### config.mk
export PLATFORM = sky130hd
export DESIGN_NAME = muldiv_unit
export DESIGN_NICKNAME = d
export VERILOG_FILES = /design/src/rtl/muldiv_unit.sv
export SDC_FILE = /design/constraint.sdc
export NUM_CORES = 1
export LEC_CHECK = 0
export BUFFER_PORTS_ARGS = -buffer_cell sky130_fd_sc_hd__buf_2
export CAP_MARGIN = 10
export CORE_MARGIN = 5
export CORE_UTILIZATION = 50
export CTS_BUF_LIST = sky130_fd_sc_hd__clkbuf_4 sky130_fd_sc_hd__clkbuf_8 sky130_fd_sc_hd__clkbuf_16
export DETAILED_ROUTE_END_ITERATION = 8
export GPL_TIMING_DRIVEN = 0
export HOLD_SLACK_MARGIN = 0.06
export PLACE_DENSITY_LB_ADDON = 0.2
export SLEW_MARGIN = 10
export SYNTH_ARGS = -nofsm -noshare
export SYNTH_HDL_FRONTEND = slang
export SYNTH_SLANG_ARGS = --single-unit
export TNS_END_PERCENT = 30
### constraint.sdc
create_clock -name clk -period 8.6 [get_ports clk]
set_clock_uncertainty 0.2 [all_clocks]
set_input_delay 0 -clock clk [delete_from_list [all_inputs] [get_ports clk]]
set_output_delay 0 -clock clk [all_outputs]
set_load 0.1 [all_outputs]
### src/rtl/muldiv_unit.sv
// Iterative RISC-V M-extension multiply/divide unit: shift-add multiply and restoring divide,
// BITS_PER_CYCLE bits per iteration, valid/ready request and response handshakes.
module muldiv_unit #(
  parameter int unsigned WIDTH          = 32,
  parameter int unsigned BITS_PER_CYCLE = 1
) (
  input  logic             clk,
  input  logic             rst_n,
  input  logic             in_valid,
  output logic             in_ready,
  input  logic [WIDTH-1:0] in1,
  input  logic [WIDTH-1:0] in2,
  input  logic [2:0]       command,
  input  logic             kill,
  output logic             out_valid,
  input  logic             out_ready,
  output logic [WIDTH-1:0] out,
  output logic             busy
);

  localparam int unsigned W    = WIDTH;
  localparam int unsigned Bpc  = BITS_PER_CYCLE;
  localparam int unsigned N    = WIDTH / BITS_PER_CYCLE;
  localparam int unsigned CntW = $clog2(N + 1);
  localparam logic [W-1:0] MinVal = {1'b1, {(W-1){1'b0}}};

  typedef enum logic [1:0] {StIdle, StCalc, StDone} state_e;

  state_e          state_q;
  logic [CntW-1:0] cnt_q;
  logic [2:0]      cmd_q;
  logic            fast_q;
  logic            neg_q;
  logic [W-1:0]    opnd_q;
  logic [2*W-1:0]  acc_q;
  logic [W-1:0]    res_q;

  // Request decode, evaluated on the raw inputs for the accept edge.
  logic         a_sgn, b_sgn, a_neg, b_neg, is_div, div_zero, ovf, fast_in, neg_in;
  logic [W-1:0] mag_a, mag_b, fast_res;

  always_comb begin
    a_sgn    = (command == 3'd1) || (command == 3'd2) || (command == 3'd4) || (command == 3'd6);
    b_sgn    = (command == 3'd1) || (command == 3'd4) || (command == 3'd6);
    a_neg    = a_sgn & in1[W-1];
    b_neg    = b_sgn & in2[W-1];
    mag_a    = a_neg ? -in1 : in1;
    mag_b    = b_neg ? -in2 : in2;
    is_div   = command[2];
    div_zero = is_div && (in2 == '0);
    ovf      = ((command == 3'd4) || (command == 3'd6)) && (in1 == MinVal) && (in2 == '1);
    fast_in  = div_zero || ovf;
    // Remainder follows the dividend sign; everything else uses the product/quotient sign.
    neg_in   = (command[2] & command[1]) ? a_neg : (a_neg ^ b_neg);
    if (div_zero) begin
      fast_res = command[1] ? in1 : '1;
    end else begin
      fast_res = command[1] ? '0 : in1;
    end
  end

  // One multiply iteration: add multiplicand times the low multiplier bits, shift right.
  logic [W+Bpc-1:0] mul_sum;
  logic [2*W-1:0]   mul_next;

  always_comb begin
    mul_sum  = {{Bpc{1'b0}}, acc_q[2*W-1:W]} +
               ({{Bpc{1'b0}}, opnd_q} * {{W{1'b0}}, acc_q[Bpc-1:0]});
    mul_next = {mul_sum, acc_q[W-1:Bpc]};
  end

  // One divide iteration: Bpc restoring steps on {remainder, dividend/quotient}.
  logic [W:0]     dv_r;
  logic [W-1:0]   dv_rem, dv_quo;
  logic [2*W-1:0] div_next;

  always_comb begin
    dv_r   = '0;
    dv_rem = acc_q[2*W-1:W];
    dv_quo = acc_q[W-1:0];
    for (int k = 0; k < Bpc; k++) begin
      dv_r   = {dv_rem, dv_quo[W-1]};
      dv_quo = {dv_quo[W-2:0], 1'b0};
      if (dv_r >= {1'b0, opnd_q}) begin
        dv_r      = dv_r - {1'b0, opnd_q};
        dv_quo[0] = 1'b1;
      end
      dv_rem = dv_r[W-1:0];
    end
    div_next = {dv_rem, dv_quo};
  end

  // Sign fix-up and result select, applied on the final edge.
  logic [2*W-1:0] prod_fix;
  logic [W-1:0]   quo_fix, rem_fix, fix_res;

  always_comb begin
    prod_fix = neg_q ? -acc_q : acc_q;
    quo_fix  = neg_q ? -acc_q[W-1:0] : acc_q[W-1:0];
    rem_fix  = neg_q ? -acc_q[2*W-1:W] : acc_q[2*W-1:W];
    fix_res  = '0;
    if (fast_q) begin
      fix_res = acc_q[W-1:0];
    end else begin
      case (cmd_q)
        3'd0:                fix_res = prod_fix[W-1:0];
        3'd1, 3'd2, 3'd3:    fix_res = prod_fix[2*W-1:W];
        3'd4, 3'd5:          fix_res = quo_fix;
        default:             fix_res = rem_fix;
      endcase
    end
  end

  always_ff @(posedge clk or negedge rst_n) begin
    if (!rst_n) begin
      state_q <= StIdle;
      cnt_q   <= '0;
      cmd_q   <= '0;
      fast_q  <= 1'b0;
      neg_q   <= 1'b0;
      opnd_q  <= '0;
      acc_q   <= '0;
      res_q   <= '0;
    end else if (kill) begin
      state_q <= StIdle;
      cnt_q   <= '0;
    end else begin
      case (state_q)
        StIdle: begin
          if (in_valid) begin
            cmd_q   <= command;
            fast_q  <= fast_in;
            neg_q   <= neg_in;
            opnd_q  <= is_div ? mag_b : mag_a;
            // Fast path skips the iterations and only takes the result edge.
            cnt_q   <= fast_in ? '0 : CntW'(N);
            acc_q   <= fast_in ? {{W{1'b0}}, fast_res} : {{W{1'b0}}, is_div ? mag_a : mag_b};
            state_q <= StCalc;
          end
        end
        StCalc: begin
          if (cnt_q != '0) begin
            acc_q <= cmd_q[2] ? div_next : mul_next;
            cnt_q <= cnt_q - CntW'(1);
          end else begin
            res_q   <= fix_res;
            state_q <= StDone;
          end
        end
        StDone: begin
          if (out_ready) begin
            state_q <= StIdle;
          end
        end
        default: state_q <= StIdle;
      endcase
    end
  end

  assign in_ready  = (state_q == StIdle) && rst_n;
  assign busy      = (state_q != StIdle);
  assign out_valid = (state_q == StDone);
  assign out       = res_q;

endmodule

==> results.sh <==
export IMPL_die_h_um=184
export IMPL_numCtsBuffers=17
export IMPL_irDropWorstVdd_mv=0.263
export IMPL_reg2reg_slack_ns=3.11
export IMPL_grt_overflow=0
export IMPL_crit_start="acc_q[0]"
export IMPL_cts_sinks=141
export IMPL_grt_usage_pct=38.7
export IMPL_fmax_mhz=182
export IMPL_seq_area_um2=3530
export IMPL_vias=17600
export IMPL_reg2reg_to="acc_q[62]"
export IMPL_synth_edff_count=0
export IMPL_n_fill_cell=2793
export IMPL_antenna_left=0
export IMPL_cts_root_buf="clkbuf_16"
export IMPL_nNetsFinal=2406
export IMPL_dr_pass1_iters=6
export IMPL_io_buffers=104
export IMPL_status="finished clean"
export IMPL_regToRegStartpoint="acc_q[0]"
export IMPL_ys_seq_area_share_pct=23.4
export IMPL_layout_commonest_cell="a21oi_1"
export IMPL_relSlewSlack_pct=26.8
export IMPL_crit_type="flop to flop"
export IMPL_min_to="opnd_q[8]"
export IMPL_worstHoldPathCells=4
export IMPL_synth_top_family_by_area="compound AO/OA/AOI/OAI gates"
export IMPL_cp_max_fo=10
export IMPL_rr_worst_depth=14
export IMPL_path_clk_slew_ns=0.08
export IMPL_synthArstFlopShare_pct=100
export IMPL_clock_latency_ns=0.46
export IMPL_post_dp_cell_area_um2=16100
export IMPL_p_comb_share_pct=72.9
export IMPL_p_leak_uw=0.00761
export IMPL_seqPwrFrac_pct=16.6
export IMPL_drtIter0Drc=2405
export IMPL_p_per_area_nw_per_um2=449
export IMPL_placementRows=63
export IMPL_multi_input_area_um2=10700
export IMPL_worstPathRequired_ns=8.75
export IMPL_setup_viol=0
export IMPL_synthFlopType="dfrtp_1"
export IMPL_ys_ff_latch=141
export IMPL_post_route_drc_count=0
export IMPL_drt_wl_total_um=66700
export IMPL_viasPerCell=6.60
export IMPL_wl_per_cell_um=25.1
export IMPL_p_clk_share_pct=10.5
export IMPL_synthSimpleGateAreaFrac_pct=21.1
export IMPL_synthMuxAreaShare_pct=4.19
export IMPL_synth_cell_types=84
export IMPL_max_cap_viol_count=0
export IMPL_grt_pass1_wl_um=100000
export IMPL_internal_power_uw=3330
export IMPL_cts_tree="yes"
export IMPL_timing_final_crit_share_pct=63.9
export IMPL_synth_cells=2045
export IMPL_synth_xor_area_share_pct=9.75
export IMPL_dieArea_um2=33800
export IMPL_initial_utilization_pct=50.8
export IMPL_cp_start_kind="flop"
export IMPL_antennaDiodeCount=0
export IMPL_final_area_um2=17700
export IMPL_avgSynthCellArea_um2=7.38
export IMPL_core_area_um2=29700
export IMPL_grt_max_degree=94
export IMPL_setup_tns_ns=0
export IMPL_tightest_slew_ns=1.10
export IMPL_min_from="in2[8]"
export IMPL_place_congestion=1.04
export IMPL_grt_pass1_vias=16600
export IMPL_synth_fa_ha_area_share_pct=6.07
export IMPL_fp_dieW_um=184
export IMPL_finalHoldViolations=0
export IMPL_hp_class="input port to flop"
export IMPL_yosys_warnings=0
export IMPL_drv_slew=0
export IMPL_critPathArrivalTime_ns=5.65
export IMPL_syn_num_nets=2189
export IMPL_final_cell_mix="234 x a21oi_1, 233 x nand2_1, 221 x o21ai_0"
export IMPL_period_needed_ns=5.49
export IMPL_drive_above_1_share_pct=8.88
export IMPL_area_delta_synth_final_pct=17.4
export IMPL_antenna_found_initial=0
export IMPL_p_sw_uw=4640
export IMPL_synth_area_um2=15100
export IMPL_io_pins=107
export IMPL_htreeDepth=4
export IMPL_rsz0062_at_grt="no"
export IMPL_synth_compound_area_share_pct=29.9
export IMPL_sw_frac_of_total_pct=58.2
export IMPL_clock_path_buffers=2
export IMPL_cp_end_kind="flop"
export IMPL_dpl_hpwl_um=51400
## cells by family (layout without fill, tap and decap cells)
family                     Yosys count  in the layout
AOI/OAI and AO/OA                  730            730
xor gates and xnor gates           168            168
adders and majority gates           72             72
buffers and inverters              219            448
DFF                                141            141
muxes                               62             62
and+or+nand+nor                    653            653
## Yosys cell counts (all sizes together) (17+ instances only)
cell / n / area share, %
mux2i: 53 / 3.5
o41ai: 18 / 1.2
xnor2: 88 / 5.1
a21o: 21 / 1.0
nor4: 23 / 0.95
inv: 71 / 1.8
a211oi: 17 / 0.85
nor3: 44 / 1.5
nand3: 25 / 0.83
o21ai: 227 / 7.6
nor2: 157 / 4.0
xor2: 80 / 4.6
dfrtp: 141 / 23
nand4: 29 / 1.2
ha: 70 / 5.8
buf: 22 / 0.75
clkbuf: 126 / 3.1
a21oi: 234 / 7.8
or3: 28 / 1.2
o31ai: 33 / 1.8
or4: 24 / 1.3
o211ai: 32 / 1.6
nand2b: 24 / 1.0
nand2: 233 / 5.8
## area by class of cell
type,instances,area share (%)
multi-input combinational,1685,60.5
sequential,141,19.9
timing repair buffer,198,8.47
buffer,148,3.30
tap,390,2.75
clock buffer,19,2.56
inverter,71,1.50
clock inverter,12,1.04
## routing by layer
metal | global-route usage, % | vias to the layer above | routed length (µm)
met4 | 21.8 | 0 | 4290
li1 | - | 7907 | -
met5 | 0 | - | 0
met1 | 52.2 | 8316 | 27200
met3 | 7.84 | 235 | 7130
met2 | 57.9 | 1121 | 28100
## worst max path at each step
stage / endpoint / slack [ns]
after floorplan: acc_q[60] / 5.01
after global placement: acc_q[62] / 3.26
after detailed placement: acc_q[60] / 3.22
after CTS: acc_q[62] / 3.20
after global routing: acc_q[62] / 2.64
final: acc_q[62] / 3.11
## what timing repair did
action                                 4_1_cts  5_1_grt
hold buffers                                91        1
setup buffers                                0        0
endpoints found under the hold margin      210        1
setup endpoints to repair                    0        0
resized for setup                            0        0
## worst max-delay path, cell delays in order, from the launching register on
cell      delay (ns)
dfrtp_1         0.53
inv_1           0.34
clkbuf_1        0.48
nor2_1          0.15
ha_1            0.30
clkbuf_1        0.27
nand3_1         0.18
nor2_1          0.36
nand2_1         0.12
a211oi_1        0.75
a211oi_1        0.17
o21ai_0         0.84
nor4bb_1        0.37
nor4_1          0.07
o31ai_1         0.24
## power groups by stage
| stage | Sequential, µW | Combinational [µW] | Clock (µW) |
|---|---|---|---|
| 2_1_floorplan | 1680 | 3500 | 0 |
| 3_3_place_gp | 1300 | 5480 | 0 |
| 3_5_place_dp | 1310 | 5520 | 0 |
| 4_1_cts | 1300 | 5640 | 836 |
| 5_1_grt | 1350 | 6170 | 861 |
| 6_report | 1330 | 5800 | 834 |
## sequential cells by signal (all words and copies together), names as in the netlist
name	count
state_q	2
cnt_q	6
acc_q	64
cmd_q	3
neg_q	1
opnd_q	32
out	32
fast_q	1
## stage by stage
stage                     cells  util [%]  total power (µW)  hold WS (ns)  worst slack, ns
final                      2664      59.6              7960        0.0882             3.11
after global placement     2539      54.2              6780        0.0752             3.26
after CTS                  2662      59.6              7770        0.0610             3.20
after global routing       2664      59.6              8380         0.102             2.64
after detailed placement   2540      54.3              6830        -0.261             3.22
after floorplan            2045         -              5180        -0.496             5.01
Power figures use the tool's default switching activity.
